--- config.mk ---
export PLATFORM = sky130hd
export DESIGN_NAME = async_fifo_rd_ctrl
export DESIGN_NICKNAME = d
export VERILOG_FILES = /design/src/rtl/async_fifo_rd_ctrl.sv
export SDC_FILE = /design/constraint.sdc
export NUM_CORES = 1
export LEC_CHECK = 0
export BUFFER_PORTS_ARGS = -buffer_cell sky130_fd_sc_hd__clkbuf_2
export CAP_MARGIN = 10
export CORE_AREA = 5 5 71 73
export CTS_BUF_LIST = sky130_fd_sc_hd__clkbuf_4 sky130_fd_sc_hd__clkbuf_8
export DETAILED_ROUTE_END_ITERATION = 10
export DIE_AREA = 0 0 76 78
export REMOVE_ABC_BUFFERS = 1
export SLEW_MARGIN = 20
export SYNTH_ARGS = -nofsm -noshare
export SYNTH_HDL_FRONTEND = slang
export SYNTH_SLANG_ARGS = --single-unit
export TNS_END_PERCENT = 20
--- constraint.sdc ---
create_clock -name rd_clk -period 4 [get_ports rd_clk]
set_input_delay 0.2 -clock rd_clk [delete_from_list [all_inputs] [get_ports rd_clk]]
set_output_delay 0.2 -clock rd_clk [all_outputs]
set_load 0.02 [all_outputs]
--- src/rtl/async_fifo_rd_ctrl.sv ---
// async_fifo_rd_ctrl
//   Read-side controller of an asynchronous FIFO. It brings the Gray-coded
//   write pointer into rd_clk, issues reads to a synchronous memory with a
//   one-cycle read latency, and buffers the returned words in a two-entry
//   skid buffer. This keeps the output stream at one word per cycle while
//   still honouring m_ready backpressure.
//
// Ports
//   rd_clk        read-domain clock (all state on rising edge)
//   rd_rst        asynchronous active-high reset
//   wr_ptr_gray   Gray write pointer from the write domain (asynchronous)
//   rd_ptr_gray   registered Gray read pointer back to the write domain
//   mem_rd_en     memory read strobe
//   mem_rd_addr   memory read address
//   mem_rd_data   memory read data, valid the cycle after mem_rd_en is sampled
//   m_data        output stream data (head of skid buffer)
//   m_valid       output stream valid
//   m_ready       output stream ready
//   empty         no word in memory, in flight or buffered
//   almost_empty  rd_level <= AE_THRESH
//   rd_level      words still in memory as seen from the read domain
module async_fifo_rd_ctrl #(
  parameter int WIDTH     = 8,
  parameter int ADDR_W    = 3,
  parameter int AE_THRESH = 1
) (
  input  logic              rd_clk,
  input  logic              rd_rst,
  input  logic [ADDR_W:0]   wr_ptr_gray,
  output logic [ADDR_W:0]   rd_ptr_gray,
  output logic              mem_rd_en,
  output logic [ADDR_W-1:0] mem_rd_addr,
  input  logic [WIDTH-1:0]  mem_rd_data,
  output logic [WIDTH-1:0]  m_data,
  output logic              m_valid,
  input  logic              m_ready,
  output logic              empty,
  output logic              almost_empty,
  output logic [ADDR_W:0]   rd_level
);

  localparam int PW = ADDR_W + 1;
  localparam logic [PW-1:0] AE_T = PW'(AE_THRESH);

  function automatic logic [PW-1:0] gray2bin(input logic [PW-1:0] g);
    logic [PW-1:0] b;
    b[PW-1] = g[PW-1];
    for (int i = PW - 2; i >= 0; i--) begin
      b[i] = b[i+1] ^ g[i];
    end
    return b;
  endfunction

  function automatic logic [PW-1:0] bin2gray(input logic [PW-1:0] b);
    return b ^ (b >> 1);
  endfunction

  logic [PW-1:0]    r_wq1;
  logic [PW-1:0]    r_wq2;
  logic [PW-1:0]    r_rbin;
  logic [PW-1:0]    r_rptr_gray;
  logic [PW-1:0]    r_level;
  logic [1:0]       r_occ;
  logic             r_inflight;
  logic [WIDTH-1:0] r_buf0;
  logic [WIDTH-1:0] r_buf1;

  logic             w_mem_empty;
  logic             w_pop;
  logic [2:0]       w_demand;
  logic [PW-1:0]    w_rbin_nxt;
  logic             w_tail_is_1;

  assign w_mem_empty = (r_rptr_gray == r_wq2);
  assign w_pop       = m_valid & m_ready;

  // Words that will be held (buffered + in flight) after this edge if no new
  // read is issued; a read is allowed only while that leaves room for it.
  assign w_demand    = {1'b0, r_occ} + {2'b00, r_inflight} - {2'b00, w_pop};
  assign mem_rd_en   = !w_mem_empty && (w_demand < 3'd2);
  assign w_rbin_nxt  = r_rbin + {{ADDR_W{1'b0}}, mem_rd_en};

  // Slot the returning word lands in, after any pop this cycle shifts the head.
  assign w_tail_is_1 = (r_occ == 2'd2) || ((r_occ == 2'd1) && !w_pop);

  assign rd_ptr_gray  = r_rptr_gray;
  assign mem_rd_addr  = r_rbin[ADDR_W-1:0];
  assign m_data       = r_buf0;
  assign m_valid      = (r_occ != 2'd0);
  assign empty        = (r_occ == 2'd0) && !r_inflight && w_mem_empty;
  assign rd_level     = r_level;
  assign almost_empty = (r_level <= AE_T);

  // Stage 0: two-flop synchroniser for the write pointer, no logic between.
  always_ff @(posedge rd_clk or posedge rd_rst) begin
    if (rd_rst) begin
      r_wq1 <= '0;
      r_wq2 <= '0;
    end else begin
      r_wq1 <= wr_ptr_gray;
      r_wq2 <= r_wq1;
    end
  end

  // Stage 1: read pointer and level. The level is computed from the values
  // wq2 and rbin take at this edge, so it always matches the live pointers.
  always_ff @(posedge rd_clk or posedge rd_rst) begin
    if (rd_rst) begin
      r_rbin      <= '0;
      r_rptr_gray <= '0;
      r_level     <= '0;
      r_inflight  <= 1'b0;
    end else begin
      r_rbin      <= w_rbin_nxt;
      r_rptr_gray <= bin2gray(w_rbin_nxt);
      r_level     <= gray2bin(r_wq1) - w_rbin_nxt;
      r_inflight  <= mem_rd_en;
    end
  end

  // Stage 2: skid buffer, head in buf0.
  always_ff @(posedge rd_clk or posedge rd_rst) begin
    if (rd_rst) begin
      r_occ  <= 2'd0;
      r_buf0 <= '0;
      r_buf1 <= '0;
    end else begin
      r_occ <= r_occ + {1'b0, r_inflight} - {1'b0, w_pop};
      if (w_pop) begin
        r_buf0 <= r_buf1;
      end
      if (r_inflight) begin
        if (w_tail_is_1) begin
          r_buf1 <= mem_rd_data;
        end else begin
          r_buf0 <= mem_rd_data;
        end
      end
    end
  end

endmodule
-- Word-level counts from Yosys, hierarchy flattened
Index checks and enable logic that the tools add are counted.
- latch bits: 0
- flip-flop bits (word level): 39
- memories kept: 0
- memory bits (read-only): 0
- output and inout bits: 23
- input bits: 15
- RAM bits: 0
- logic and storage cells: 39
- $lt $le $gt $ge: 2
- mux-type cells: 3
- $mul: 0
- reductions and logical operators: 11
- $add $sub $neg: 6
- shifts and indexed selects: 0
- bitwise gates (word level): 5
- equal/unequal tests: 3
- divide/modulo/power cells: 0
- operators by type and width (operator ; count):
    8-bit two-way mux ; 3
    4-bit by 1-bit adder with 4-bit output ; 1
    4-bit equality test ; 1
    4-bit by 1-bit <= comparator with 1-bit output, second input constant ; 1
    1-bit logical AND ; 4
    4-bit subtractor ; 1
    4-bit by 3-bit XOR with 4-bit output ; 1
    2-bit by 1-bit adder with 3-bit output ; 1
    1-bit logical NOT ; 3
    3-bit by 2-bit < comparator with 1-bit output, second input constant ; 1
    3-bit by 1-bit subtractor with 3-bit output ; 1
    1-bit XOR ; 3
    2-bit by 1-bit adder with 2-bit output ; 1
    2-bit by 1-bit equality test with 1-bit output, second input constant ; 1
    2-bit equality test, second input constant ; 1
    2-bit logical NOT ; 1
    2-bit AND reduction ; 1
    2-bit nonzero test ; 1
    2-bit by 1-bit subtractor with 2-bit output ; 1
    1-bit bitwise AND ; 1
    1-bit logical OR ; 1

-- Longest topological paths before layout
Gate-level depths: netlist (run 1).
- depth in word-level cells: 7
- gate-level depth with buffers: 17
- gate-level depth less buffers: 17

-- Worst setup path after synthesis (run 1)
OpenSTA, ideal clock, no wires.
- path kind: reg2reg
- from: register r_occ[1]
- to: register r_level[3], in the netlist rd_level[3]
- data required time: 3.873 ns
- cell stages (with the launch flop): 18
- path slack: 0.168 ns
- setup time: 0.127 ns
- path buffers: 0
- period minus slack after synthesis: 3.832 ns
- data arrival time: 3.704 ns
- path through: dfrtp_1 -> or2_2 -> nand2_2 -> inv_1 -> ha_1 -> inv_1 -> ha_1 -> inv_1 -> fa_1 -> xnor2_1 -> and3_1 -> ha_1 -> ha_1 -> xnor2_1 -> ha_1 -> nor2b_1 -> a221oi_2 -> xnor2_1
- cells in the longest elaborated chain, start to end: 7
- elaborated cells between the ends (all ways): 8
- classes of those cells: add/sub: 4; order compare: 1; bitwise: 1; reduce/logical: 2
- ends and longest elaborated chain (item ; RTL line ; source):
    start, declared ; 63 ; logic [1:0] r_occ;
    start signal, assigned ; 128 ; r_occ <= r_occ + {1'b0, r_inflight} - {1'b0, w_pop};
    2-bit nonzero test ; 89 ; assign m_valid = (r_occ != 2'd0);
    via m_valid ; 35 ; output logic m_valid,
    1-bit bitwise AND ; 75 ; assign w_pop = m_valid & m_ready;
    3-bit by 1-bit subtractor with 3-bit output ; 79 ; assign w_demand = {1'b0, r_occ} + {2'b00, r_inflight} - {2'b00, w_pop};
    3-bit by 2-bit < comparator with 1-bit output ; 80 ; assign mem_rd_en = !w_mem_empty && (w_demand < 3'd2);
    1-bit logical AND ; 80 ;
    via mem_rd_en ; 31 ; output logic mem_rd_en,
    4-bit by 1-bit adder with 4-bit output ; 81 ; assign w_rbin_nxt = r_rbin + {{ADDR_W{1'b0}}, mem_rd_en};
    4-bit subtractor ; 116 ; r_level <= gray2bin(r_wq1) - w_rbin_nxt;
    end signal, assigned ; 116 ;
    end, declared ; 62 ; logic [PW-1:0] r_level;
The timed path passes the listed nets, and every way through them passes these cells.
A chain may end at the register's enable or synchronous reset.

-- Worst setup path in the final report (run 1)
- from: register r_occ[1]
- to: register r_level[3], in the netlist rd_level[3]
- cells in the longest elaborated chain, start to end: 7
- elaborated cells between the ends (all ways): 8
- classes of those cells: add/sub: 4; order compare: 1; bitwise: 1; reduce/logical: 2
- ends and longest elaborated chain (item ; RTL line):
    parallel branches: the longest is 2 deep, another holds 2-bit by 1-bit adder with 3-bit output ; n/a
    3-bit by 1-bit subtractor with 3-bit output * ; 79
    3-bit by 2-bit < comparator with 1-bit output * ; 80
    1-bit logical AND * ; 80
    4-bit by 1-bit adder with 4-bit output * ; 81
    4-bit subtractor * ; 116
Every way passes the cells marked *.

==> results of run 1 <==
-- Yosys cell counts --
master | number | area, µm²
nor2_1 | 1 | 3.75
o21ai_0 | 1 | 5.00
xor2_2 | 1 | 16.3
a221oi_2 | 1 | 15.0
buf_2 | 1 | 5.00
ha_1 | 7 | 87.6
nor3_1 | 2 | 10.0
xor2_1 | 6 | 52.6
o21bai_1 | 1 | 7.51
a21oi_1 | 1 | 5.00
nand2_1 | 1 | 3.75
nand4_1 | 1 | 6.26
fa_1 | 1 | 20.0
or2_2 | 1 | 6.26
and3_1 | 1 | 6.26
nor2b_1 | 1 | 6.26
nand2_2 | 1 | 6.26
mux2_2 | 25 | 282
nand2b_1 | 1 | 6.26
mux2i_1 | 1 | 10.0
xnor2_1 | 10 | 87.6
buf_6 | 1 | 11.3
inv_1 | 11 | 41.3
dfrtp_1 | 38 | 951
nand3_1 | 1 | 5.00
and2b_1 | 1 | 7.51
-- through the flow --
stage / utilization, % / cells
3_5_place_dp: 44.6 / 207
6_report: 47.3 / 215
4_1_cts: 47.1 / 215
5_1_grt: 47.3 / 215
3_3_place_gp: 44.6 / 207
2_1_floorplan: - / 116
-- final timing paths --
path                                               to  cells after the start               start
worst max-delay path            rd_level[3]$_DFF_PP0_                     17  r_occ[1]$_DFF_PP0_
worst min-delay path              m_data[3]$_DFF_PP0_                      3              rd_rst
worst max register to register  rd_level[3]$_DFF_PP0_                     17  r_occ[1]$_DFF_PP0_
worst min register to register     r_wq2[0]$_DFF_PP0_                      0  r_wq1[0]$_DFF_PP0_
max in group asynchronous       rd_level[0]$_DFF_PP0_                      3              rd_rst
min in group rd_clk                r_wq1[2]$_DFF_PP0_                      1      wr_ptr_gray[2]
-- metal layers --
| layer | GRT usage, % | up-vias |
|---|---|---|
| met5 | 0 | - |
| met4 | 3.74 | 0 |
| met3 | 4.63 | 2 |
| met2 | 16.9 | 19 |
| met1 | 13.8 | 496 |
| li1 | - | 476 |
-- power by group --
part           leakage [nW]  switching (mW)  internal (mW)
registers             0.449          0.0996          0.565
logic                 0.481           0.541          0.476
clock network        0.0575           0.124          0.174
total                 0.988           0.765           1.22
-- kinds of logic after synthesis --
group | count (synthesis) | share of synthesized area [%]
flops | 38 | 57.1
mux | 26 | 17.5
xor+xnor | 17 | 9.40
buf+inv | 13 | 3.46
simple gates | 12 | 4.06
fa+ha+maj | 8 | 6.47
compound gates | 4 | 1.95
-- flip-flops by register name, summed over array words and instances (netlist names) --
| name | flops |
|---|---|
| r_wq1 | 4 |
| r_buf1 | 8 |
| r_wq2 | 4 |
| m_data | 8 |
| r_inflight | 1 |
| r_occ | 2 |
| rd_level | 4 |
| r_rbin | 4 |
| rd_ptr_gray | 3 |
-- repair_timing --
item | in CTS | in global routing
setup buffers | 0 | 0
endpoints found under the setup margin | 0 | 1
resized for setup | 0 | 1
-- critical path, cell delays in order (launching register included) --
cell      delay, ns
dfrtp_1        0.44
or2_2          0.33
nand2_2        0.08
inv_1          0.04
ha_1           0.27
inv_1          0.06
ha_1           0.13
inv_1          0.05
fa_1           0.38
xnor2_1        0.13
and3_1         0.21
ha_1           0.22
ha_1           0.21
xnor2_2        0.16
ha_1           0.36
nor2b_1        0.16
a221oi_2       0.28
xnor2_1        0.11
-- area by class of cell --
cell class                 count  area share, %
clock buffer                   8           5.42
timing repair buffer          39           9.86
tap                           52           3.20
inverter                      11           2.03
multi-input combinational     67           32.7
sequential                    38           46.8
==> run_results.csv, run 1 <==
group,metric,value,unit
floorplan,start_util,38.8,%
clock_tree,clk-insertion-delay-late,0.28,ns
pwr,power_per_cell_area,975,mW/mm²
timing,setup_ws,0.256,ns
pwr,total_power,1.98,mW
routing,drc,0,
synth,yosysSeqAreaShare,57.1,%
timing,hold_viol,0,
clock_tree,tritoncts,"yes",
global_routing,gr-total-overflow,0,
routing,met3WireLength,153,µm
synth,yosysUniqueCellTypes,26,
timing,setup_tns,0,ns
critical_path,cp-end-kind,"register",
job,cap_violations,0,
final_layout,final_common_cell,"dfrtp_1",
clock_tree,clk_pin_slew,0.07,ns
global_routing,antenna_found_initial,0,
critical_path,cp_max_fo,5,
final_layout,layout_common_cells,"dfrtp_1 (38), clkbuf_2 (37), mux2_2 (25), inv_1 (11), xnor2_1 (9)",
routing,ant_nets,0,
clock_tree,postCtsHoldBufs,0,
final_layout,n_fill_cell,404,
clock_tree,clk_path_buf_depth,2,
floorplan,dieHeight,78,µm
floorplan,boundaryPins,38,
timing,fin_hold_ws,0.00252,ns
final_layout,nNetsFinal,185,
timing,clock_skew,0.00173,ns
place,dp_slack,0.185,ns
synth,syn-cell-area,0.00166,mm²
routing,wl_met2,1460,µm
hold_path,hp-class,"input pin to async pin",
final_layout,seq_area,951,µm²
synth,syn-instance-count,118,
floorplan,core-area,0.00429,mm²
clock_tree,cts_made_buffers,5,
global_routing,grt_max_degree,39,
place,gp_congestion,0.730,
synth,avgSynthCellArea,14.1,µm²
final_layout,multi_input_area,663,µm²
routing,wirelength,2950,µm
run_status,outcome,"finished clean",
global_routing,grt_pass1_vias,1090,
floorplan,dieArea,0.00593,mm²
timing,finalSetupViolCount,0,
global_routing,grt_pass1_wl,5240,µm
floorplan,rows,24,
timing,layout_min_cycle_time,3.74,ns
timing,fmax,267,MHz
timing,maxSlewViolCount,0,
final_layout,final_layout_size_suffix_gt1_share,47.2,%
final_layout,diodes,0,
global_routing,gr-usage-all-layers,11.0,%
timing,max_slew_margin,68.9,%
final_layout,synthToLayoutAreaGrowth,22.0,%
critical_path,rrSetupSlack,0.26,ns
routing,drtPass1Iterations,4,
routing,via_count,993,
critical_path,crit_type,"register to register",
final_layout,final_area,0.00203,mm²
clock_tree,cts_root_buffer,"clkbuf_8",
place,dpl_cell_area,0.00191,mm²
timing,period_share,93.6,%
critical_path,cp.required,4.16,ns
timing,worstMarginPinSlew,0.466,ns
place,hpwl,2250,µm
timing,rsz0062_at_grt,"no",
synth,yosysWarnings,0,
routing,wl_per_cell,13.7,µm
critical_path,cp.arrival,3.90,ns
routing,viasPerCell,4.62,
synth,ys_seq_elements,38,
clock_tree,cts_max_level,2,
clock_tree,clock-sinks,38,
floorplan,die_w,76,µm
pwr,ir_drop,0.384,mV
critical_path,cp-start-kind,"register",
place,port_buffers,37,
pwr,leakage,0.988,nW
routing,dr.max_layer_used,"met4",
routing,met1_length,1320,µm
routing,drt_iter0_drc,43,
No activity file was read; power rests on OpenSTA's default activity.
==> run 2: changes to the inputs <==
REMOVE_ABC_BUFFERS = default   (was 1)
==> run 2 against run 1 <==
  * Critical path type unchanged
  * Power decreased by 0.80%
  * Largest cell class unchanged
  * Via count rose by 3.0%
  * Sequential power barely moved
==> run_results.csv, run 2 (same netlist as run 1, synthesis figures left out) <==
group,metric,value,unit
place,hpwl,2230,µm
timing,hold_viol,0,
timing,maxSlewViolCount,0,
timing,clock_skew,0.00520,ns
pwr,power_per_cell_area,965,mW/mm²
critical_path,cp.required,4.20,ns
timing,period_share,93.9,%
final_layout,final_util,47.4,%
place,dp_slack,0.259,ns
run_status,outcome,"finished clean",
timing,worstMarginPinSlew,0.476,ns
pwr,leakage,0.991,nW
clock_tree,clock-sinks,38,
final_layout,final_common_cell,"dfrtp_1",
clock_tree,cts_root_buffer,"clkbuf_8",
final_layout,final_layout_size_suffix_gt1_share,46.4,%
clock_tree,clk_pin_slew,0.07,ns
routing,via_count,1023,
floorplan,rows,24,
hold_path,hp-class,"input pin to register",
final_layout,synthToLayoutAreaGrowth,22.3,%
synth,synth_fp_nets,141,
clock_tree,clk-insertion-delay-late,0.28,ns
global_routing,grt_pass1_wl,5210,µm
final_layout,layout_common_cells,"dfrtp_1 (38), clkbuf_2 (37), mux2_2 (25), inv_1 (11), xnor2_1 (10)",
place,dp_cells,208,
global_routing,antenna_found_initial,0,
routing,wirelength,3020,µm
timing,fmax,266,MHz
job,cap_violations,0,
global_routing,gr-usage-all-layers,10.9,%
timing,max_slew_margin,68.3,%
critical_path,cp_max_fo,5,
global_routing,grtUsageMet3,5.21,%
timing,rsz0062_at_grt,"no",
timing,fin_hold_ws,0.0181,ns
final_layout,diodes,0,
routing,drc,0,
routing,drt_iter0_drc,37,
critical_path,cp-end-kind,"register",
global_routing,busiest_layer,"met2",
clock_tree,cts_max_level,2,
final_layout,fin_cells,218,
place,port_buffers,37,
global_routing,grt_use_met1,12.0,%
clock_tree,cts_setup_buffers,0,
critical_path,crit_type,"register to register",
pwr,ir_drop,0.451,mV
clock_tree,clk_path_buf_depth,2,
timing,finalSetupViolCount,0,
final_layout,nNetsFinal,188,
routing,drtPass1Iterations,3,
routing,ant_nets,0,
timing,setup_tns,0,ns
routing,wl_per_cell,13.8,µm
global_routing,grt_use_met2,18.9,%
floorplan,dieHeight,78,µm
routing,viasPerCell,4.69,
critical_path,cp.arrival,3.96,ns
floorplan,dieArea,0.00593,mm²
global_routing,grt_pass1_vias,1125,
timing,setup_ws,0.245,ns
timing,layout_min_cycle_time,3.75,ns
global_routing,gr-total-overflow,0,
critical_path,cp-start-kind,"register",
global_routing,grt_max_degree,39,
clock_tree,cts_made_buffers,5,
floorplan,boundaryPins,38,
place,gp_congestion,0.726,
floorplan,die_w,76,µm
floorplan,start_util,38.8,%
floorplan,core-area,0.00429,mm²
clock_tree,tritoncts,"yes",
==> run 2: cell count changes in the layout (fill, tap and decap cells not counted), sizes merged <==
cell	delta
clkinv	+1
clkbuf	-1
buf	+1
dlygate4sd3	+2
==> run 2: per-layer routing <==
layer / routed length, µm / up-vias
li1: - / 481
met1: 1200 / 507
met2: 1550 / 32
met3: 236 / 3
met4: 32 / 0
met5: 0 / -
==> run 2: repair_timing <==
item	4_1_cts	5_1_grt
hold buffers	1	1
resized for setup	0	0
hold endpoints to repair	10	1
==> run 2: path summary, 6_finish.rpt <==
check                                   startpoint                    end  slack [ns]  depth (start not counted)
worst max-delay path            r_occ[1]$_DFF_PP0_  rd_level[3]$_DFF_PP0_        0.25                         17
worst min-delay path                wr_ptr_gray[1]     r_wq1[1]$_DFF_PP0_        0.02                          1
worst max register to register  r_occ[1]$_DFF_PP0_  rd_level[3]$_DFF_PP0_        0.25                         17
worst min register to register  r_wq1[0]$_DFF_PP0_     r_wq2[0]$_DFF_PP0_        0.40                          0
max in group asynchronous                   rd_rst     r_wq2[0]$_DFF_PP0_        3.12                          4
min in group asynchronous                   rd_rst  rd_level[1]$_DFF_PP0_        0.54                          4
==> run 2: final cells by class <==
class | count | area (µm²)
clock buffer | 7 | 90.1
clock inverter | 1 | 5.00
fill | 404 | 2260
inverter | 11 | 41.3
multi-input combinational | 67 | 656
sequential | 38 | 951
tap | 52 | 65.1
timing repair buffer | 42 | 228
==> run 2: worst max-delay path: stages (launching register included) <==
cell and delay [ns]:
dfrtp_1 0.44, or2_2 0.33, nand2_2 0.08, inv_1 0.04
ha_1 0.26, inv_1 0.06, ha_1 0.15, inv_1 0.05
fa_1 0.37, xnor2_1 0.13, and3_1 0.21, ha_1 0.23
ha_1 0.20, xnor2_1 0.22, ha_1 0.32, nor2b_1 0.16
a221oi_2 0.27, xnor2_1 0.15
==> run 2: metrics by stage <==
step	cell area, µm²	power [mW]
final	2040	1.96
after global routing	2040	2.13
after CTS	2030	2.01
after detailed placement	1920	1.71
after global placement	1920	1.69
after floorplan	1660	1.44
==> run 2: power by group <==
group | total (mW) | internal [mW] | switching [mW]
sequential | 0.667 | 0.565 | 0.102
combinational | 1.03 | 0.482 | 0.545
clock | 0.270 | 0.146 | 0.124
total | 1.96 | 1.19 | 0.772
